<file path="src/rtl/cr_seu_randclk_pkg.sv">
// rtl/cr_seu_randclk_pkg.sv - shared state encoding, LFSR taps and reset seed for the randclk generator
package cr_seu_randclk_pkg;

  typedef enum logic [1:0] {
    IDLE  = 2'b00,
    RUN   = 2'b01,
    DRAIN = 2'b10
  } state_t;

  localparam logic [31:0] LFSR_TAPS        = 32'h80200003;
  localparam logic [31:0] RST_SEED_DEFAULT = 32'hACE12468;

  // Galois right-shift step for x^32+x^22+x^2+x+1
  function automatic logic [31:0] lfsr_step(input logic [31:0] value);
    return value[0] ? ((value >> 1) ^ LFSR_TAPS) : (value >> 1);
  endfunction

endpackage

</file>
<file path="src/rtl/cr_seu_randclk_lfsr.sv">
// rtl/cr_seu_randclk_lfsr.sv - 32-bit Galois LFSR with seed load taking priority over step
module cr_seu_randclk_lfsr
  import cr_seu_randclk_pkg::*;
#(
  parameter logic [31:0] RST_SEED = RST_SEED_DEFAULT
) (
  input  logic        clk,
  input  logic        rst,
  input  logic        load,
  input  logic [31:0] load_value,
  input  logic        step,
  output logic [31:0] value
);

  // A zero seed would lock the register at zero, so it is replaced by the reset seed
  always_ff @(posedge clk or posedge rst) begin
    if (rst) begin
      value <= RST_SEED;
    end else if (load) begin
      value <= (load_value == 32'h0) ? RST_SEED : load_value;
    end else if (step) begin
      value <= lfsr_step(value);
    end
  end

endmodule

</file>
<file path="src/rtl/cr_seu_randclk_gen.sv">
// rtl/cr_seu_randclk_gen.sv - density-controlled pseudo-random mod-enable generator for the IFU randclk block
// Optional feature: CR_SEU_RANDCLK_FORCE_EN adds randclk_force to drive cfg_bit_mask straight out.
module cr_seu_randclk_gen
  import cr_seu_randclk_pkg::*;
#(
  parameter int          WIDTH    = 32,
  parameter int          DWELL    = 8,
  parameter logic [31:0] RST_SEED = RST_SEED_DEFAULT
) (
  input  logic             forever_cpuclk,
  input  logic             cpurst,
`ifdef CR_SEU_RANDCLK_FORCE_EN
  input  logic             randclk_force,
`endif
  input  logic             cfg_en,
  input  logic             cfg_seed_vld,
  input  logic [WIDTH-1:0] cfg_seed,
  input  logic [7:0]       cfg_density,
  input  logic [WIDTH-1:0] cfg_bit_mask,
  output logic             seed_ack,
  output logic             randclk_busy,
  output logic [WIDTH-1:0] seu_ifu_randclk_mod_en
);

  localparam logic [3:0] DWELL_RELOAD = 4'(DWELL - 1);

  state_t     state, state_d;
  logic [3:0] dwell_cnt, dwell_d;
  logic [WIDTH-1:0] mask_q, mask_d;
  logic [31:0] lfsr;

  cr_seu_randclk_lfsr #(.RST_SEED(RST_SEED)) u_lfsr (
    .clk        (forever_cpuclk),
    .rst        (cpurst),
    .load       (cfg_seed_vld),
    .load_value (cfg_seed),
    .step       (state == RUN),
    .value      (lfsr)
  );

  always_ff @(posedge forever_cpuclk or posedge cpurst) begin
    if (cpurst) begin
      state     <= IDLE;
      dwell_cnt <= 4'd0;
      mask_q    <= '0;
      seed_ack  <= 1'b0;
    end else begin
      state     <= state_d;
      dwell_cnt <= dwell_d;
      mask_q    <= mask_d;
      seed_ack  <= cfg_seed_vld;
    end
  end

  // Dropping cfg_en in RUN clears the mask immediately, even mid-dwell
  always_comb begin
    state_d = state;
    dwell_d = dwell_cnt;
    mask_d  = mask_q;
    case (state)
      IDLE: begin
        mask_d = '0;
        if (cfg_en) begin
          state_d = RUN;
          dwell_d = 4'd0;
        end
      end
      RUN: begin
        if (!cfg_en) begin
          state_d = DRAIN;
          mask_d  = '0;
        end else if (dwell_cnt == 4'd0) begin
          mask_d  = (lfsr[7:0] < cfg_density) ? (lfsr & cfg_bit_mask) : '0;
          dwell_d = DWELL_RELOAD;
        end else begin
          dwell_d = dwell_cnt - 4'd1;
        end
      end
      DRAIN: begin
        mask_d  = '0;
        state_d = IDLE;
      end
      default: begin
        mask_d  = '0;
        state_d = IDLE;
      end
    endcase
  end

  assign randclk_busy = (state == RUN) || (state == DRAIN);

`ifdef CR_SEU_RANDCLK_FORCE_EN
  logic [WIDTH-1:0] mod_en_q;

  // The dwell mask keeps evolving underneath a force, so release returns to it directly
  always_ff @(posedge forever_cpuclk or posedge cpurst) begin
    if (cpurst) begin
      mod_en_q <= '0;
    end else begin
      mod_en_q <= randclk_force ? cfg_bit_mask : mask_d;
    end
  end

  assign seu_ifu_randclk_mod_en = mod_en_q;
`else
  assign seu_ifu_randclk_mod_en = mask_q;
`endif

endmodule

</file>
<file path="config.mk">
export PLATFORM = sky130hd
export DESIGN_NAME = cr_seu_randclk_gen
export DESIGN_NICKNAME = d
export VERILOG_FILES = /design/src/rtl/cr_seu_randclk_pkg.sv /design/src/rtl/cr_seu_randclk_lfsr.sv /design/src/rtl/cr_seu_randclk_gen.sv
export SDC_FILE = /design/constraint.sdc
export NUM_CORES = 1
export LEC_CHECK = 0
export ABC_AREA = 0
export CORE_MARGIN = 2
export CORE_UTILIZATION = 46
export CTS_BUF_LIST = sky130_fd_sc_hd__clkbuf_16
export DETAILED_ROUTE_END_ITERATION = 16
export GPL_ROUTABILITY_DRIVEN = 0
export PLACE_DENSITY = 0.88
export SYNTH_ARGS = -nofsm -noshare
export SYNTH_HDL_FRONTEND = slang
export SYNTH_SLANG_ARGS = --single-unit
</file>
<file path="constraint.sdc">
create_clock -name forever_cpuclk -period 2.3 [get_ports forever_cpuclk]
set_input_delay 0.23 -clock forever_cpuclk [delete_from_list [all_inputs] [get_ports forever_cpuclk]]
set_output_delay 0.23 -clock forever_cpuclk [all_outputs]
set_load 0.02 [all_outputs]
</file>
Word level (Yosys, flattened, before mapping)

Cells that the tools add are included.

Add/subtract/negate cells: 1
Order comparisons: 1
Equal/unequal tests: 6
Muxes and demuxes: 15
Bitwise operators: 2
Reductions and logical operators: 8

Operators with widths:

| cell                                                 | count |
|---|---|
| two-way mux 32 bit                                   | 8 |
| AND 32 bit                                           | 1 |
| zero test 32 bit                                     | 1 |
| two-way mux 4 bit                                    | 3 |
| < comparator 8 bit                                   | 1 |
| one-hot mux 4 bit (2 select lines)                   | 1 |
| != test 2 bit (second input constant)                | 3 |
| zero test 4 bit                                      | 1 |
| two-way mux 2 bit                                    | 2 |
| inverter 3 -> 4 bit                                  | 1 |
| one-hot mux 2 bit (2 select lines)                   | 1 |
| nonzero test 2 bit                                   | 2 |
| subtractor 4 x 1 -> 4 bit (second input constant)    | 1 |
| != test 3 bit (second input constant)                | 1 |
| AND reduction 3 bit                                  | 1 |
| equality test 2 x 1 -> 1 bit (second input constant) | 1 |
| equality test 2 bit (second input constant)          | 1 |
| zero test 2 bit                                      | 1 |
| AND reduction 2 bit                                  | 1 |
| logical OR 1 bit                                     | 1 |

Register bits after elaboration: 71
Bits of input ports: 76
Output and inout port bits: 34
Word-level logic and storage cells: 38

Longest topological paths before layout

Gate-level depths: netlist of run 1.

Depth in word-level cells: 5
Mapped depth: 8
Depth with buffers taken out: 6

By module

From an unflattened synthesis of run 1, not the netlist that was laid out.

Cell total of the unflattened synthesis: 306
Area, all modules: 3455.8 um2

Modules (own cells, without submodules):

| module              | instances | cells an instance | area each (um2) |
|---|---|---|---|
| cr_seu_randclk_gen  | 1         | 135               | 1806.7 |
| cr_seu_randclk_lfsr | 1         | 171               | 1649.1 |

Worst setup path before layout of run 1

OpenSTA, ideal clock, no wires.

Path type: register to register
From: register dwell_cnt[0]
To: register mask_q[0], in the netlist seu_ifu_randclk_mod_en[0]
Setup time: 0.122 ns
Data arrival time: 1.641 ns
Path slack: 0.537 ns
Stages on the path, launching flop included: 8
Clock period less this slack: 1.763 ns
Cells stage by stage: dfrtp_1 inv_1 ha_1 or3b_4 nor2b_1 clkbuf_1 clkbuf_1 a32o_1

Word-level cells in the longest chain between the ends: 2

RTL lines:

| item                     | line                     | text |
|---|---|---|
| start: declaration       | cr_seu_randclk_gen.sv:28 | `logic [3:0] dwell_cnt, dwell_d;` |
| start signal: assignment | cr_seu_randclk_gen.sv:49 | `dwell_cnt <= dwell_d;` |
| zero test 4 bit          | cr_seu_randclk_gen.sv:72 | `end else if (dwell_cnt == 4'd0) begin` |
| != test 3 bit (no line)  | --                       |  |
| end signal: assignment   | cr_seu_randclk_gen.sv:50 | `mask_q <= mask_d;` |
| end: declaration         | cr_seu_randclk_gen.sv:29 | `logic [WIDTH-1:0] mask_q, mask_d;` |

Every way passes these cells.
A chain may end at the register's enable or synchronous reset.

Worst setup path in the final report of run 1

From: register dwell_cnt[0]
To: register mask_q[22], in the netlist seu_ifu_randclk_mod_en[22]

Same word-level chain as after synthesis.

==> impl_metrics.toml, run 1 <==
[run_status]
status = "finished clean"

[floorplanning]
rows = 31
core_area_sq_um = 7176
die_area_sq_um = 8017
start_util_pct = 46.90
die_x_um = 89.54
fp.dieH_um = 89.54
io-pin-count = 110

[sta]
finalSetupViolCount = 0
whs_ns = 0.2913
fin_worst_skew_ns = 0.007546
final_max_slew_viol_count = 0
tightest_slew_ns = 0.7212
finalHoldViolCount = 0
timing.final.crit_period_ns = 2.045
max_slew_margin_pct = 51.92
max_freq_mhz = 488.9
period_share_pct = 88.93
rsz0062_at_grt = "false"

[synth]
netlist_instances = 305
yosysSeqAreaShare_pct = 53.27
synth-edff-count = 0
syn_nets = 392
yosys_warnings = 0
yosysUniqueCellTypes = 32
synth_flop_cell = "dfrtp_1"
syn_area_sq_um = 3366
synth-async-reset-ratio_pct = 100.0
ys_seq_elements = 71
synth_area_per_cell_sq_um = 11.04

[cts]
ctsHoldBuffers = 0
numCtsBuffers = 9
cts_tree = "done"
path_clk_slew_ns = 0.06
clock_path_buffers = 2
clk_latency_ns = 0.33
cts_root_buf = "clkbuf_16"
cts_setup_buffers = 0
cts_resized = 0
h-tree-depth = 3
cts_sinks = 71

[power_and_ir_drop]
p_leak_nw = 2.084
peakVddDrop_mv = 0.4507
cellPowerDensity_nw_per_um2 = 965.4
power_mw = 4.686

[critical_path]
required_ns = 2.56
reg2reg_depth = 6
cp_max_fo = 32
startpoint_type = "flip-flop"
critPathArrivalTime_ns = 2.30
worstSetupPathType = "flip-flop to flip-flop"
end_kind = "flip-flop"

[placed_design]
dpl-instance-area_sq_um = 4533
io_buffer_count = 109
dp_hpwl_um = 6107

[layout]
diodes = 0
stdcell_area_sq_um = 4853
area_growth_pct = 44.20
final_nets = 497
drive_gt1_share_pct = 9.639

[job]
timing.max_cap.violations = 0

[drt]
viasPerCell = 5.597
firstDrtPassIters = 4
wl_um = 8723
drt_iter0_drc = 128
wl_per_cell_um = 16.97
ant_nets = 0
drc = 0
vias = 2877

[grt]
grt_max_degree = 72
grt.overflow.total = 0
grt_pass1_vias = 2978
grt_pass1_wl_um = 14240
track_usage_pct = 23.45
antenna_found_initial = 0

[min_path]
worstHoldPathType = "input port to asynchronous set/reset pin"
flip-flops by register name (all words and copies together), names as in the netlist:
register / count
dwell_cnt: 4
seed_ack: 1
state: 2
seu_ifu_randclk_mod_en: 32
u_lfsr.value: 32
critical path, cell delays in order, from the launching register on:
cell,delay (ns)
dfrtp_1,0.40
inv_1,0.07
ha_1,0.17
or3b_4,0.42
nor3_2,0.21
o311a_4,0.47
a32o_1,0.24
cells in the final DEF (no fill, tap or decap), drive strengths merged:
cell type      netlist  routed
clkdlybuf4s50        0     108
dfrtp               58      58
a32o                33      33
inv                 27      29
o21ai               26      26
nand2               25      25
mux2i               19      19
a31oi               14      14
dfstp               13      13
nor2b               13      13
a211oi              12      12
ha                  11      11
clkbuf              11       9
nor4                 8       8
buf                 11       8
nand4                3       3
nor2                 3       3
clkinv               0       3
a211o                2       2
xnor2                2       2
a21oi                2       2
nand3                2       2
bufinv               0       2
nor3                 2       2
nand2b               1       1
or3b                 1       1
o211ai               1       1
o311a                1       1
xor2                 1       1
or2                  1       1
a21o                 1       1
a22o                 1       1
logic make-up (layout without fill, tap and decap cells):
kind of cell / count (synthesis) / after routing / synth area share [%]
xor gates and xnor gates: 3 / 3 / 0.7808
adders and majority gates: 11 / 11 / 4.089
muxes: 19 / 19 / 5.650
buffers and inverters: 49 / 159 / 6.357
AOI/OAI and AO/OA: 93 / 93 / 20.82
and+or+nand+nor: 59 / 59 / 9.034
DFF: 71 / 71 / 53.27
path summary, 6_finish.rpt:
| path | to | slack [ns] | from |
|---|---|---|---|
| worst max-delay path | seu_ifu_randclk_mod_en[22] | 0.25 | dwell_cnt[0] |
| worst min-delay path | state[1] | 0.29 | cpurst |
| worst max register to register | seu_ifu_randclk_mod_en[22] | 0.25 | dwell_cnt[0] |
| worst min register to register | seu_ifu_randclk_mod_en[1] | 0.49 | seu_ifu_randclk_mod_en[1] |
| max in group asynchronous | u_lfsr.value[16] | 1.66 | cpurst |
| min in group forever_cpuclk | seed_ack | 0.40 | cfg_seed_vld |
synthesized netlist by cell type, types with 6 or more instances:
| cell | n | area share, % |
|---|---|---|
| mux2i_1 | 19 | 5.7 |
| nand2_1 | 25 | 2.8 |
| a31oi_1 | 14 | 2.6 |
| a32o_1 | 33 | 9.8 |
| clkbuf_1 | 11 | 1.2 |
| nor2b_1 | 13 | 2.4 |
| ha_1 | 11 | 4.1 |
| buf_2 | 6 | 0.89 |
| dfstp_2 | 13 | 10 |
| nor4_1 | 8 | 1.5 |
| o21ai_0 | 26 | 3.9 |
| dfrtp_1 | 58 | 43 |
| inv_1 | 27 | 3.0 |
| a211oi_1 | 12 | 2.7 |
cell type report:
cell class              instances  area [sq um]
clock inverters                 7         80.08
multi-input cells             185          1379
clock buffers                   9         225.2
inverters                      27         101.3
repair buffers                116          1151
fillers                       547          2322
well taps                      99         123.9
flip-flops and latches         71          1793
routing by layer:
metal	share of wire [%]	GRT usage [%]	up-vias
li1	-	-	1339
met1	42	31.01	1419
met2	51	38.17	99
met3	4.5	3.693	20
met4	2.2	10.31	0
met5	0	0	-
power breakdown:
group          switching [mW]  total, mW  internal (mW)
clock                   0.497       1.43          0.931
combinational           0.791       1.50          0.709
sequential              0.220       1.76           1.54
metrics by stage:
step / utilization (%) / instances / TNS [ns] / setup slack [ns]
after floorplan: - / 305 / 0 / 0.2949
after detailed placement: 63.17 / 498 / -2.776 / -0.1125
after global placement: 63.17 / 498 / -0.9278 / -0.03097
final: 67.64 / 514 / 0 / 0.2545
after global routing: 67.64 / 514 / 0 / 0.1359
after CTS: 67.43 / 514 / 0 / 0.05592
Note: power is estimated with default switching activity, not from simulation.
==> run 2, diff against run 1 <==
Settings changed: CORE_UTILIZATION 46 to 42, PLACE_DENSITY 0.88 to 0.8.
Clock period 2.3 ns to 1.7 ns, I/O delays scaled along.
==> run 2 against run 1 <==
Net effect:
- the flow now finishes with violations (negative setup slack)
- maximum frequency grew 9.8%
- wire length is 7.6% higher
- highest routed layer unchanged
- critical path type unchanged
- design area increased by 6.3%
- flip-flop and latch count stayed put
==> impl_metrics.toml, run 2 (same netlist as run 1, synthesis figures left out) <==
[run_status]
status = "complete, but fails checks"
violations = "negative setup slack"

[drt]
vias = 2936
wl_um = 9389
ant_nets = 0
viasPerCell = 5.377
firstDrtPassIters = 4
drc = 0
drt_iter0_drc = 155
wl_per_cell_um = 17.20

[cts]
h-tree-depth = 3
cts_tree = "done"
clk_latency_ns = 0.33
ctsHoldBuffers = 0
path_clk_slew_ns = 0.06
cts_sinks = 71
clock_path_buffers = 2
cts_root_buf = "clkbuf_16"
numCtsBuffers = 9

[grt]
met2_usage_pct = 37.05
busiest_layer = "met2"
met3_usage_pct = 3.868
grt_max_degree = 72
track_usage_pct = 21.60
antenna_found_initial = 0
gr-usage-met1_pct = 28.13
grt_pass1_vias = 3050
grt_pass1_wl_um = 14860
grt.overflow.total = 0

[critical_path]
critical_path.n_buffers_inverters = 1
cp_max_fo = 8
startpoint_type = "flip-flop"
end_kind = "flip-flop"
path_cells = "ha_4 > a211o_1 > o211ai_1 > o311a_4 > clkbuf_16 > a32o_1"
crit_path_max_incr_delay_ns = 0.55
worstSetupPathType = "flip-flop to flip-flop"
required_ns = 1.96
cp_top_family = "compound AO/OA/AOI/OAI gates"
crit_slowest_cell = "dfstp_2"
critPathArrivalTime_ns = 2.13

[floorplanning]
die_area_sq_um = 8746
core_area_sq_um = 7727
io-pin-count = 110
rows = 32
fp.dieH_um = 93.52
start_util_pct = 43.56
die_x_um = 93.52

[sta]
finalSetupTns_ns = -4.332
finalSetupViolCount = 32
rsz0062_at_grt = "true"
tightest_slew_ns = 0.4464
final_max_slew_viol_count = 0
max_slew_margin_pct = 70.24
timing.final.crit_period_ns = 1.863
fin_worst_skew_ns = 0.01005
finalHoldViolCount = 0
max_freq_mhz = 536.8
setup_ws_ns = -0.1629
period_share_pct = 109.6

[layout]
final_cell_mix = "107 x clkdlybuf4s50_1, 58 x dfrtp_1, 32 x a32o_1, 28 x buf_4, 27 x inv_1"
final_common_cell = "clkdlybuf4s50_1"
final_nets = 526
fin_cells = 546
diodes = 0
final_core_util_pct = 66.76
area_growth_pct = 53.27
drive_gt1_share_pct = 16.67

[job]
timing.max_cap.violations = 0

[placed_design]
io_buffer_count = 109
dp_hpwl_um = 6479
dp_cells = 527

[power_and_ir_drop]
p_leak_nw = 2.236
power_mw = 6.475
cellPowerDensity_nw_per_um2 = 1255
power_frac_comb_pct = 38.7
pwr-share-seq_pct = 36.0
swShare_pct = 33.67
pwr-share-clk_pct = 25.4
p_sw_mw = 2.180
peakVddDrop_mv = 0.7322
p_int_mw = 4.295

[min_path]
worstHoldPathType = "input port to flip-flop"
run 2: power by group through the flow:
stage / clock, mW / combinational [mW] / sequential [mW]
after CTS: 1.66 / 2.39 / 2.32
after detailed placement: 0 / 2.38 / 2.34
after global routing: 1.74 / 2.73 / 2.38
after global placement: 0 / 2.27 / 2.33
after floorplan: 0 / 1.40 / 2.34
final: 1.64 / 2.50 / 2.33
run 2: path summary, 6_finish.rpt:
check / from / to / slack, ns / cells after the start
max reg2reg: u_lfsr.value[5] / seu_ifu_randclk_mod_en[4] / -0.16 / 6
max: u_lfsr.value[5] / seu_ifu_randclk_mod_en[4] / -0.16 / 6
max in group asynchronous: cpurst / u_lfsr.value[23] / 1.04 / 3
min reg2reg: seu_ifu_randclk_mod_en[22] / seu_ifu_randclk_mod_en[22] / 0.49 / 1
min in group asynchronous: cpurst / seu_ifu_randclk_mod_en[16] / 0.30 / 3
min: cfg_seed_vld / seed_ack / 0.20 / 1
run 2: area by class of cell:
class	instances	area, sq um
clock buffers	9	225.2
clock inverters	7	33.78
fillers	594	2569
inverters	27	105.1
multi-input cells	185	1409
flip-flops and latches	71	1793
well taps	102	127.6
repair buffers	145	1465
run 2: routing by layer:
layer	part of all wire, %	wire length (um)
met5	0	0
met4	0.99	93
met3	5.3	493
met2	51	4743
met1	43	4060
run 2: timing repair:
| action | 4_1_cts | 5_1_grt |
|---|---|---|
| setup endpoints to repair | 46 | 35 |
| gates resized for setup | 4 | 6 |
| gates cloned | 0 | 2 |
| setup buffers | 0 | 1 |
| pin swaps | 0 | 14 |
run 2: through the flow:
| stage | setup slack (ns) | cell area (sq um) | hold WS (ns) |
|---|---|---|---|
| 6_report | -0.1629 | 5159 | 0.2025 |
| 5_1_grt | -0.2301 | 5159 | 0.2206 |
| 4_1_cts | -0.1531 | 5075 | 0.1949 |
| 3_5_place_dp | -0.3787 | 4798 | 0.4812 |
| 3_3_place_gp | -0.3342 | 4798 | 0.4760 |
| 2_1_floorplan | -0.06268 | 3369 | 0.2014 |
run 2: worst reg2reg max path, delay by kind of cell (launching register included):
kind,cells,cell delay (ns)
flops,1,0.55
buf+inv,1,0.18
fa+ha+maj,1,0.20
compound gates,4,0.87
==> run 3, diff against run 2 <==
--- a/config.mk
+++ b/config.mk
@@ -7,5 +7,4 @@
 export LEC_CHECK = 0
 export ABC_AREA = 0
-export CORE_MARGIN = 2
 export CORE_UTILIZATION = 42
 export CTS_BUF_LIST = sky130_fd_sc_hd__clkbuf_16
@@ -15,3 +14,4 @@
 export SYNTH_ARGS = -nofsm -noshare
 export SYNTH_HDL_FRONTEND = slang
+export SYNTH_HIERARCHICAL = 1
 export SYNTH_SLANG_ARGS = --single-unit
==> constraint.sdc (replaced) <==
create_clock -name forever_cpuclk -period 1.7 [get_ports forever_cpuclk]
set_input_delay 0.17 -clock forever_cpuclk [delete_from_list [all_inputs] [get_ports forever_cpuclk]]
set_output_delay 0.17 -clock forever_cpuclk [all_outputs]
set_load 0.1 [all_outputs]
==> run 3 against run 2 <==
Net effect:
- the flow still finishes with violations (negative setup slack)
- register-to-register slack got worse by 0.02 ns
- global-route usage up 2.1 points
- via count is 1.5% higher
- clock skew down 0.0013 ns
- clock power is 23% higher
- core utilization fell by 0.37 points
- area after synthesis is 2.7% higher
- critical path depth stayed put
- total power grew 12%
==> impl_metrics.toml, run 3 <==
[run_status]
status = "complete, but fails checks"
violations = "negative setup slack"

[critical_path]
worstSetupPathType = "flip-flop to flip-flop"
reg2reg_depth = 6
startpoint_type = "flip-flop"
end_kind = "flip-flop"
critPathArrivalTime_ns = 2.14
required_ns = 1.96
cp_max_fo = 8
crit_start = "u_lfsr/value[5]"
reg2reg_from = "u_lfsr/value[5]"
r2r_end = "seu_ifu_randclk_mod_en[3]"
r2r_slack_ns = -0.18

[drt]
wl_per_cell_um = 17.50
ant_nets = 0
wl_um = 9642
drc = 0
drt_iter0_drc = 171
viasPerCell = 5.408
vias = 2980
firstDrtPassIters = 4

[min_path]
holdPathEnd = "seed_ack"
hp-start = "cfg_seed_vld"
worstHoldPathType = "input port to flip-flop"
holdPathStages = 2

[grt]
antenna_found_initial = 0
grt_max_degree = 66
grt_pass1_vias = 3021
grt_pass1_wl_um = 15550
grt.overflow.total = 0
track_usage_pct = 23.73

[synth]
yosysSeqAreaShare_pct = 51.88
synth_top_cells_by_count = "58 x dfrtp_1, 29 x a32o_2, 27 x inv_1, 27 x nand2_1, 24 x o21ai_0"
synth-async-reset-ratio_pct = 100.0
yosys.area.top_type = "dfrtp_1"
yosys_warnings = 6
netlist_instances = 306
syn_nets = 393
synth_area_per_cell_sq_um = 11.29
synth_flop_cell = "dfrtp_1"
synthTopCellsByArea = "dfrtp_1 42%, dfstp_2 9.9%, a32o_2 9.4%, mux2i_1 5.2%, ha_1 4.0%"
synth-edff-count = 0
yosysMostFrequentCell = "dfrtp_1"
yosysUniqueCellTypes = 37
synth_top_area_share_pct = 42.00
ys_seq_elements = 71
syn_area_sq_um = 3456

[sta]
final_max_slew_viol_count = 0
tightest_slew_ns = 0.5448
finalSetupViolCount = 32
rsz0062_at_grt = "true"
max_slew_margin_pct = 63.54
finalHoldViolCount = 0
timing.final.crit_period_ns = 1.879
period_share_pct = 110.5
fin_worst_skew_ns = 0.008714
max_freq_mhz = 532.1
setup_ws_ns = -0.1793
whs_ns = 0.2189

[cts]
cts_root_buf = "clkbuf_16"
cts_sinks = 71
cts_tree = "done"
clk_latency_ns = 0.33
ctsHoldBuffers = 0
h-tree-depth = 3
numCtsBuffers = 9
clock_path_buffers = 2
path_clk_slew_ns = 0.06

[floorplanning]
fp.dieH_um = 92.71
die_area_sq_um = 8595
die_x_um = 92.71
rows = 32
core_area_sq_um = 7848
start_util_pct = 44.04
io-pin-count = 110

[layout]
diodes = 0
fin_cells = 551
stdcell_area_sq_um = 5210
area_growth_pct = 50.76
final_common_cell = "clkdlybuf4s50_1"
drive_gt1_share_pct = 32.07
final_nets = 531
final_cell_mix = "74 x clkdlybuf4s50_1, 64 x buf_4, 58 x dfrtp_1, 29 x a32o_2"
nFillCells = 606
final_core_util_pct = 66.39

[placed_design]
dpl-instance-area_sq_um = 4730
dp_cells = 527
io_buffer_count = 109
dp_hpwl_um = 6258

[job]
timing.max_cap.violations = 0

[power_and_ir_drop]
cellPowerDensity_nw_per_um2 = 1393
peakVddDrop_mv = 0.6186
p_leak_nw = 2.506
[run 3: critical path: stages (launching register included)]
cell,delay (ns)
dfstp_2,0.56
ha_4,0.20
a211o_1,0.26
o211ai_1,0.12
buf_4,0.20
o311a_4,0.29
a32o_1,0.18
[run 3: metrics by stage]
stage | TNS [ns] | total power [mW] | setup WS [ns]
floorplan | 0 | 4.127 | 0.008971
global placement | -14.36 | 4.918 | -0.4058
detailed placement | -16.63 | 5.013 | -0.4654
CTS | -3.119 | 7.248 | -0.1215
global route | -6.203 | 7.634 | -0.2242
finish | -4.944 | 7.260 | -0.1793
[run 3: final cells by class]
class	count	area (sq um)	share of cell area (%)
multi-input cells	192	1568	30.09
clock inverters	7	97.59	1.873
repair buffers	143	1297	24.90
inverters	27	101.3	1.945
flip-flops and latches	71	1793	34.41
clock buffers	9	225.2	4.323
well taps	102	127.6	2.450
[run 3: power by group]
part / internal (mW) / switching [mW] / total, mW
clock network: 1.29 / 0.727 / 2.01
logic: 1.24 / 1.63 / 2.86
registers: 2.09 / 0.291 / 2.38
total: 4.61 / 2.64 / 7.26
[run 3: metal layers]
layer	vias to the layer above	GRT usage, %	share of wire (%)
met2	84	40.49	51
met5	-	0	0
met4	0	4.359	0.62
li1	1424	-	-
met3	5	5.501	4.9
met1	1467	31.11	43
[run 3: kinds of logic (layout without fill, tap and decap cells)]
| group | after synthesis | count (layout) | share of synthesized area [%] |
|---|---|---|---|
| AOI/OAI and AO/OA | 92 | 95 | 21.43 |
| DFF | 71 | 71 | 51.88 |
| and+or+nand+nor | 64 | 64 | 10.10 |
| buffers and inverters | 46 | 186 | 6.300 |
| muxes | 19 | 19 | 5.539 |
| adders and majority gates | 11 | 11 | 3.983 |
| xor gates and xnor gates | 3 | 3 | 0.7605 |
[run 3: how the worst max path moves through the flow]
stage               slack [ns]  depth (start not counted)                         end
detailed placement       -0.47                          7  seu_ifu_randclk_mod_en[22]
global route             -0.22                          6  seu_ifu_randclk_mod_en[28]
CTS                      -0.12                          5   seu_ifu_randclk_mod_en[0]
floorplan                0.009                          5   seu_ifu_randclk_mod_en[0]
global placement         -0.41                          7  seu_ifu_randclk_mod_en[22]
finish                   -0.18                          6   seu_ifu_randclk_mod_en[3]
[run 3: repair_timing]
item | CTS | global route
buffers inserted | 5 | 0
endpoints found under the hold margin | 0 | 0
setup endpoints to repair | 32 | 33
gates resized for setup | 8 | 1
cloned | 3 | 0
pin swaps | 31 | 10
